### src/rtl/buffer_slot_requester.sv
// buffer_slot_requester
// Four-phase req/ack initiator for the buffer arbiter's get/put slot protocol.
// It obtains a slot index with a get handshake and holds it for local user
// logic. When the user releases the slot, it hands the index back with a put
// handshake.
// Optional feature macro: BUF_REQ_TIMEOUT_EN. When defined, every handshake
// phase is bounded by C_ACK_TIMEOUT cycles. When undefined, handshakes wait
// indefinitely and timeout_o stays 0.
module buffer_slot_requester #(
   parameter int C_DATA_WIDTH  = 32,
   parameter int C_ACK_TIMEOUT = 1024
) (
   input  logic                    clk,
   input  logic                    rst,
   input  logic                    start_i,
   output logic                    busy_o,
   output logic                    get_req_o,
   input  logic                    get_ack_i,
   input  logic [C_DATA_WIDTH-1:0] get_data_i,
   input  logic                    get_err_i,
   output logic                    put_req_o,
   input  logic                    put_ack_i,
   output logic [C_DATA_WIDTH-1:0] put_data_o,
   output logic                    slot_vld_o,
   output logic [C_DATA_WIDTH-1:0] slot_data_o,
   input  logic                    release_i,
   output logic                    done_o,
   output logic                    err_o,
   output logic                    timeout_o,
   input  logic                    clr_err_i
);

   localparam logic [2:0] IDLE    = 3'd0;
   localparam logic [2:0] GET_REQ = 3'd1;
   localparam logic [2:0] GET_REL = 3'd2;
   localparam logic [2:0] HOLD    = 3'd3;
   localparam logic [2:0] PUT_REQ = 3'd4;
   localparam logic [2:0] PUT_REL = 3'd5;

   logic [2:0] state;
   logic       err_latched;
   logic       advance;
   logic       expire;
   logic       err_set;

   // Condition under which the current state moves on to its successor
   always_comb begin
      advance = 1'b0;
      case (state)
         IDLE:    advance = start_i;
         GET_REQ: advance = get_ack_i;
         GET_REL: advance = !get_ack_i;
         HOLD:    advance = release_i;
         PUT_REQ: advance = put_ack_i;
         PUT_REL: advance = !put_ack_i;
         default: advance = 1'b0;
      endcase
   end

   assign err_set = (state == GET_REL) && !get_ack_i && err_latched;

`ifdef BUF_REQ_TIMEOUT_EN
   localparam int CNT_W = $clog2(C_ACK_TIMEOUT + 1);
   localparam logic [CNT_W-1:0] CNT_LAST = CNT_W'(C_ACK_TIMEOUT - 1);

   logic [CNT_W-1:0] wait_cnt;
   logic             in_wait;

   assign in_wait = (state == GET_REQ) || (state == GET_REL) ||
                    (state == PUT_REQ) || (state == PUT_REL);

   // Expiry fires on the edge at which the phase has lasted C_ACK_TIMEOUT cycles; a same-edge ack still wins
   assign expire = in_wait && !advance && (wait_cnt == CNT_LAST);

   // Per-phase cycle counter, cleared on every state change and outside the handshake phases
   always_ff @(posedge clk or posedge rst) begin
      if (rst) begin
         wait_cnt <= '0;
      end else if (!in_wait || advance || expire) begin
         wait_cnt <= '0;
      end else begin
         wait_cnt <= wait_cnt + 1'b1;
      end
   end

   // Sticky timeout flag; a same-cycle clear wins and the new event is dropped
   always_ff @(posedge clk or posedge rst) begin
      if (rst) begin
         timeout_o <= 1'b0;
      end else if (clr_err_i) begin
         timeout_o <= 1'b0;
      end else if (expire) begin
         timeout_o <= 1'b1;
      end
   end
`else
   assign expire    = 1'b0;
   assign timeout_o = 1'b0;
`endif

   // Sticky arbiter error flag; a same-cycle clear wins and the new event is dropped
   always_ff @(posedge clk or posedge rst) begin
      if (rst) begin
         err_o <= 1'b0;
      end else if (clr_err_i) begin
         err_o <= 1'b0;
      end else if (err_set) begin
         err_o <= 1'b1;
      end
   end

   // Handshake sequencer: every output is a register updated on the transition into the next state
   always_ff @(posedge clk or posedge rst) begin
      if (rst) begin
         state       <= IDLE;
         busy_o      <= 1'b0;
         get_req_o   <= 1'b0;
         put_req_o   <= 1'b0;
         put_data_o  <= '0;
         slot_vld_o  <= 1'b0;
         slot_data_o <= '0;
         done_o      <= 1'b0;
         err_latched <= 1'b0;
      end else begin
         done_o <= 1'b0;
         if (expire) begin
            state      <= IDLE;
            busy_o     <= 1'b0;
            get_req_o  <= 1'b0;
            put_req_o  <= 1'b0;
            slot_vld_o <= 1'b0;
         end else begin
            case (state)
               IDLE: begin
                  if (start_i) begin
                     get_req_o <= 1'b1;
                     busy_o    <= 1'b1;
                     state     <= GET_REQ;
                  end
               end
               GET_REQ: begin
                  if (get_ack_i) begin
                     get_req_o   <= 1'b0;
                     slot_data_o <= get_data_i;
                     err_latched <= get_err_i;
                     state       <= GET_REL;
                  end
               end
               GET_REL: begin
                  if (!get_ack_i) begin
                     if (err_latched) begin
                        busy_o <= 1'b0;
                        state  <= IDLE;
                     end else begin
                        slot_vld_o <= 1'b1;
                        state      <= HOLD;
                     end
                  end
               end
               HOLD: begin
                  if (release_i) begin
                     slot_vld_o <= 1'b0;
                     put_req_o  <= 1'b1;
                     put_data_o <= slot_data_o;
                     state      <= PUT_REQ;
                  end
               end
               PUT_REQ: begin
                  if (put_ack_i) begin
                     put_req_o <= 1'b0;
                     state     <= PUT_REL;
                  end
               end
               PUT_REL: begin
                  if (!put_ack_i) begin
                     done_o <= 1'b1;
                     busy_o <= 1'b0;
                     state  <= IDLE;
                  end
               end
               default: begin
                  busy_o    <= 1'b0;
                  get_req_o <= 1'b0;
                  put_req_o <= 1'b0;
                  state     <= IDLE;
               end
            endcase
         end
      end
   end

endmodule

### config.mk
export PLATFORM = sky130hd
export DESIGN_NAME = buffer_slot_requester
export DESIGN_NICKNAME = d
export VERILOG_FILES = /design/src/rtl/buffer_slot_requester.sv
export SDC_FILE = /design/constraint.sdc
export NUM_CORES = 1
export LEC_CHECK = 0
export CAP_MARGIN = 20
export CORE_UTILIZATION = 47
export DETAILED_ROUTE_END_ITERATION = 16
export PLACE_DENSITY = 0.94
export SLEW_MARGIN = 20
export SYNTH_ARGS = -nofsm -noshare
export SYNTH_HDL_FRONTEND = slang
export SYNTH_SLANG_ARGS = --single-unit
### constraint.sdc
create_clock -name clk -period 7.7 [get_ports clk]
set_input_delay 2.31 -clock clk [delete_from_list [all_inputs] [get_ports clk]]
set_output_delay 2.31 -clock clk [all_outputs]
set_load 0.005 [all_outputs]
Word level (Yosys, flattened, before mapping)
Cells that the tools add are included.

Shifts and indexed selects: 0. Order comparisons: 0. Reduce and logical (&&, ||, !) cells: 16. Bitwise gates (word level): 3. Div/mod/pow operators: 0. $mul: 0. Muxes and demuxes: 26. Equal/unequal tests: 13. Add/sub/neg operators: 0.

Operators with widths (count): 2-to-1 mux 3 bit (6); case mux 3 bit (6 select lines) (1); inequality test 2 bit (second input constant) (8); 2-to-1 mux 1 bit (14); OR reduction 4 bit (2); == test 3 x 2 -> 1 bit (second input constant) (2); == test 3 bit (second input constant) (2); case mux 1 bit (3 select lines) (2); AND reduction 3 bit (2); AND reduction 6 bit (1); AND reduction 5 bit (1); case mux 1 bit (4 select lines) (1); AND reduction 2 bit (2); AND reduction 4 bit (1); nonzero test 2 bit (2); == test 3 x 1 -> 1 bit (second input constant) (1); logical NOT 3 bit (1); NOT 1 bit (3); OR reduction 3 bit (1); logical AND 1 bit (2); 2-to-1 mux 2 bit (1); case mux 1 bit (2 select lines) (1); logical NOT 1 bit (1).

Register bits: 74. Output and inout bits: 71. Memory bits (writable): 0. Latch bits: 0. Memory bits (read-only): 0. Word-level logic and storage cells: 68. Memories kept: 0. Bits of input ports: 40.

Longest topological paths before layout
Gate-level depths: netlist of run 1.

Word-level depth: 5. Depth in mapped cells: 4. Depth with buffers taken out: 3.

Worst setup path after synthesis of run 1
OpenSTA, ideal clock, no wires.

Kind: input -> register. From: input port get_ack_i. To: register slot_data_o[0]. Cell stages on the path: 4. Library setup time: 125 ps. Buffers on the path: 1. Data required time: 7575 ps. Data arrival time: 3197 ps. Setup slack: 4378 ps. Cell sequence: nand2b_2 > nor3b_4 > buf_6 > mux2_2.

Cells in the longest elaborated chain, start to end: 1.

RTL lines: start, declared (RTL line 18) `input logic get_ack_i,`; AND reduction 2 bit (no source line); end signal, assigned (RTL line 144) `slot_data_o <= get_data_i;`; end, declared (RTL line 25) `output logic [C_DATA_WIDTH-1:0] slot_data_o,`.

Every way passes these cells. A chain may end at the register's enable or synchronous reset.

Final worst setup path of run 1
From: input port get_ack_i. To: register err_latched.

Cells in the longest elaborated chain, start to end: 1.

RTL lines: AND reduction 2 bit (no source line); end signal, assigned (RTL line 145) `err_latched <= get_err_i;`; end, declared (RTL line 41) `logic err_latched;`.

Every way passes these cells.

==> results of run 1 <==
==> Yosys cell counts <==
cell	number
a211o_1	1
a21o_1	1
a21oi_1	3
a22o_1	2
a22oi_1	1
a311oi_1	1
a31oi_1	1
and2b_1	1
and3_1	1
buf_2	1
buf_4	1
buf_6	6
clkbuf_1	2
conb_1	1
dfrtp_1	74
inv_1	3
mux2_1	2
mux2_2	63
nand2_1	3
nand2b_1	3
nand2b_2	1
nand3_4	1
nor2_1	2
nor2b_1	3
nor3_1	1
nor3b_4	1
nor4_1	1
o21a_1	1
o21ai_0	5
o21bai_1	2
o22ai_1	1
o32a_1	1
or2_2	1
==> logic make-up (layout without fill, tap and decap cells) <==
kind of cell           Yosys count  after routing  share of synthesized area
muxes                           65             65                     0.2478
and+or+nand+nor                 19             19                    0.04490
DFF                             74             74                     0.6269
other                            1              1                   0.001269
buffers and inverters           13            129                    0.03346
AOI/OAI and AO/OA               20             20                    0.04575
==> layout by cell type (no fill, tap or decap), types with 2 or more instances in the layout <==
| cell type | Yosys | final |
|---|---|---|
| clkbuf_1 | 2 | 2 |
| nor2b_1 | 3 | 3 |
| clkbuf_8 | 0 | 9 |
| o21bai_1 | 2 | 2 |
| inv_1 | 3 | 2 |
| clkinv_2 | 0 | 4 |
| buf_4 | 1 | 2 |
| a21oi_1 | 3 | 3 |
| mux2_2 | 63 | 63 |
| a22o_1 | 2 | 2 |
| mux2_1 | 2 | 2 |
| nor2_1 | 2 | 2 |
| nand2_1 | 3 | 3 |
| dfrtp_1 | 74 | 74 |
| o21ai_0 | 5 | 5 |
| clkdlybuf4s50_1 | 0 | 109 |
| nand2b_1 | 3 | 3 |
==> final cells by class <==
| class | instances | area, sq um | share of cell area |
|---|---|---|---|
| Clock buffer | 11 | 131.4 | 0.03115 |
| Clock inverter | 4 | 20.02 | 0.004746 |
| Inverter | 3 | 11.26 | 0.002670 |
| Multi-Input combinational cell | 105 | 1003 | 0.2379 |
| Sequential cell | 74 | 1852 | 0.4390 |
| Tap cell | 75 | 93.84 | 0.02225 |
| Timing Repair Buffer | 111 | 1106 | 0.2622 |
==> power by group <==
part | internal [mW] | leakage, nW | total, mW | switching (mW)
logic | 0.531 | 0.819 | 0.757 | 0.227
registers | 0.583 | 0.886 | 0.730 | 0.148
clock network | 0.113 | 0.0827 | 0.245 | 0.132
total | 1.23 | 1.79 | 1.73 | 0.506
==> sequential cells by signal (all words and copies together) (netlist names) <==
signal and count:
busy_o 1, slot_data_o 32, put_req_o 1, done_o 1, get_req_o 1, put_data_o 32
state 3, err_latched 1, slot_vld_o 1, err_o 1
==> critical path, stage by stage <==
cell and delay (ps):
clkdlybuf4s50_1 590, nand2b_2 110, nor3b_4 670, buf_4 390, mux2_2 380
==> metrics by stage <==
| step | instances | worst slack, ps | utilization | hold WS (ps) |
|---|---|---|---|---|
| final | 383 | 3423 | 0.7041 | 503.2 |
| after global routing | 383 | 3303 | 0.7041 | 513.7 |
| after floorplan | 192 | 3508 | - | 486.0 |
| after global placement | 368 | 3184 | 0.6788 | 476.2 |
| after detailed placement | 368 | 3064 | 0.6788 | 484.3 |
| after CTS | 383 | 3415 | 0.7041 | 505.0 |
==> worst paths after layout <==
check / from / end / cells after the start
max in group asynchronous: rst / put_data_o[31] / 3
min reg2reg: put_data_o[4] / put_data_o[4] / 1
min: put_data_o[4] / put_data_o[4] / 1
max reg2reg: state[2] / err_latched / 4
max: get_ack_i / err_latched / 5
min in group asynchronous: rst / put_data_o[14] / 3
==> layer usage <==
layer  up-vias  routed length [um]  track usage
met2        68                3365       0.3450
met5         -                   0            0
met1       971                2557       0.2380
li1        903                   -            -
met4         0                 104      0.08929
met3        12                 349      0.05618
==> impl_metrics.toml, run 1 <==
[outcome]
status = "finished, final reports clean"

[power_and_ir_drop]
power.total_mw = 1.732
vdd_drop_max_mv = 0.2293
leakage_nw = 1.788
powerDensity_nw_per_um2 = 410.7

[grt]
grt.overflow.total = 0
grt_pass1_vias = 2075
antenna_found_initial = 0
grt_first_pass_wirelength_um = 9846
grt_max_degree = 75
grt_usage = 0.2028

[worst_setup_path]
cp-end-kind = "flip-flop"
start_kind = "input pin"
required_ps = 7910
r2r_slack_ps = 5340
cp_data_arrival_time_ps = 4480
worstPathMaxFanout = 18
critPathKind = "input pin to flip-flop"

[sta]
slew_viol_final = 0
min_period_ps = 4277
slew_headroom = 0.3970
setup_viol = 0
rsz0062_at_grt = "false"
finalCritPeriodShare = 0.5555
max_freq_mhz = 233.8
fin_tns_setup_ps = 0
tightest_slew_ps = 904.4
finalHoldViolations = 0
finClkSkew_ps = 12.07

[floorplan]
die-height_um = 81.28
rows = 28
die-width_um = 81.28
start_util = 0.4931
num_io_pins = 111
core_sq_um = 5991
die_area_sq_um = 6606

[layout]
drive_gt1_frac = 0.2695
design_area_sq_um = 4218
nNetsFinal = 344
diodes = 0
area_growth_pct = 42.78
n_fill_cell = 416

[clock_network]
hold_buffers = 0
clkTransAtPathRegs_ps = 80
cts_tree = "built"
post_cts_buffers = 0
htree_levels = 3
clk_latency_ps = 330
numClockSinks = 74
cts_inserted_buffers = 9
clk_path_buf_depth = 2
cts-resized-gates = 0
cts_root_buf = "clkbuf_8"

[detailed_routing]
vias_per_cell = 5.102
routedWlPerCell_um = 16.64
num_vias = 1954
final_antenna_net_count = 0
drt_iter0_markers = 71
routed_wl_um = 6375
dr.pass1.iters = 4
drcViolationCount = 0

[synthesis]
ys_seq_area_frac = 0.6269
yosys_warnings = 0
syn_area_sq_um = 2954
ys_types = 33
avgSynthCellArea_sq_um = 15.39
ys_top_cells_by_area = "dfrtp_1 (63%), mux2_2 (24%), buf_6 (2.3%)"
ys_ff_latch = 74
yosysTopAreaCell = "dfrtp_1"
synth_nets = 232
netlist.area_leader.share = 0.6269
syn-instance-count = 192

[placement]
placed_cell_area_sq_um = 4066
io_buffers = 109
dpl.hpwl_um = 4449
place_congestion = 0.7968

[run]
drv_cap = 0

[hold_path]
hold_class = "flip-flop to flip-flop"
No activity file was read; power rests on OpenSTA's default activity.
==> run 2: changes to the inputs <==
- CORE_UTILIZATION: 47 -> 40
- PLACE_DENSITY: 0.94 -> 0.87
- clock period: 7.7 -> 3.9 ns (I/O delays scaled with it)
==> run 2 against run 1 <==
- combinational power increased by 98%
- flip-flop and latch count unchanged
- hold slack improved by 2.1 ps
- global-route usage decreased by 2.9 points
- count of clock-buffer cells in the layout increased by 1
- non-clock buffer count increased by 1
- clock skew decreased by 5.4 ps
==> impl_metrics.toml, run 2 (synthesis results as in run 1) <==
[outcome]
status = "finished, final reports clean"

[detailed_routing]
wl_met1_um = 2497
drcViolationCount = 0
num_vias = 1970
final_antenna_net_count = 0
routedWlPerCell_um = 15.33
top_layer = "met4"
routed-wl-met2_um = 3165
dr_wl_met3_um = 463
vias_per_cell = 4.852
routed_wl_um = 6223
dr.pass1.iters = 4
drt_iter0_markers = 36

[power_and_ir_drop]
power.total_mw = 3.630
vdd_drop_max_mv = 0.4198
powerDensity_nw_per_um2 = 834.3
leakage_nw = 1.834

[worst_setup_path]
cp_data_arrival_time_ps = 2750
required_ps = 4120
cp-end-kind = "flip-flop"
critPathKind = "input pin to flip-flop"
worstPathMaxFanout = 17
start_kind = "input pin"

[hold_path]
hold_class = "flip-flop to flip-flop"

[run]
drv_cap = 0

[clock_network]
htree_levels = 3
post_cts_buffers = 0
numClockSinks = 74
clkTransAtPathRegs_ps = 70
clk_path_buf_depth = 2
cts_root_buf = "clkbuf_8"
clk_latency_ps = 340
cts_inserted_buffers = 9
cts-resized-gates = 0
hold_buffers = 0
cts_tree = "built"

[floorplan]
die-width_um = 87.94
core_sq_um = 6944
die_area_sq_um = 7733
start_util = 0.4254
die-height_um = 87.94
rows = 30
num_io_pins = 111

[sta]
slew_headroom = 0.5077
fin_tns_setup_ps = 0
finalCritPeriodShare = 0.6469
finalHoldViolations = 0
max_freq_mhz = 396.4
slew_viol_final = 0
finClkSkew_ps = 6.682
tightest_slew_ps = 737.4
min_period_ps = 2523
rsz0062_at_grt = "false"
setup_slack_ps = 1377
setup_viol = 0

[layout]
nNetsFinal = 345
diodes = 0
finalNonFillerCells = 406
reg_top3 = "put_data_o (32), slot_data_o (32), state (3)"
fin_util = 0.6265
final_common_cell = "clkdlybuf4s50_1"
final_cell_mix = "clkdlybuf4s50_1 (109), dfrtp_1 (74), mux2_2 (63)"
area_growth_pct = 47.27
drive_gt1_frac = 0.2806
n_fill_cell = 537

[grt]
grt_max_degree = 41
grt_first_pass_wirelength_um = 9970
grt.overflow.total = 0
grt_usage = 0.1733
antenna_found_initial = 0
grt_pass1_vias = 2034

[placement]
dpl.hpwl_um = 4381
io_buffers = 109
place_congestion = 0.7743
dpl_worst_slack_ps = 1017
dp.cells = 390
[run 2: changes by cell type in the layout (fill, tap and decap cells not counted), sizes merged]
cell,before,now
buf,2,3
bufinv,0,2
clkbuf,11,12
clkinv,4,1
clkinvlp,0,1
[run 2: critical path: stages]
cell and delay [ps]:
clkdlybuf4s50_1 600, nand2b_2 120, nor3b_4 180, buf_4 300, mux2_2 370
[run 2: path summary, 6_finish.rpt]
| path | from | end | slack [ps] | cells after the start |
|---|---|---|---|---|
| min in group asynchronous | rst | slot_data_o[21] | 1270 | 2 |
| setup / recovery | get_ack_i | slot_data_o[24] | 1380 | 5 |
| hold reg to reg | put_data_o[23] | put_data_o[23] | 510 | 1 |
| setup reg to reg | state[1] | put_data_o[8] | 1890 | 3 |
| max in group asynchronous | rst | slot_data_o[12] | 1960 | 3 |
| hold / removal | put_data_o[23] | put_data_o[23] | 510 | 1 |
[run 2: per-layer routing]
metal / vias up / GRT usage
li1: 905 / -
met1: 980 / 0.2072
met2: 76 / 0.2791
met3: 9 / 0.06409
met4: 0 / 0.08048
met5: - / 0
[run 2: cell type report]
class | count | area, sq um | share of cell area
Sequential cell | 74 | 1852 | 0.4257
Timing Repair Buffer | 112 | 1126 | 0.2588
Multi-Input combinational cell | 105 | 1003 | 0.2307
Clock buffer | 12 | 165.2 | 0.03796
Tap cell | 96 | 120.1 | 0.02761
Clock inverter | 4 | 72.57 | 0.01668
Inverter | 3 | 11.26 | 0.002588
[run 2: where the power goes]
group	switching, mW	internal, mW
Combinational	0.450	1.05
Clock	0.278	0.412
Sequential	0.287	1.15
[run 2: metrics by stage]
step           cell area [sq um]  hold slack [ps]
6_report                    4350            505.3
2_1_floorplan               2954            486.0
4_1_cts                     4350            508.8
3_5_place_dp                4113            493.0
5_1_grt                     4350            528.8
3_3_place_gp                4113            481.2
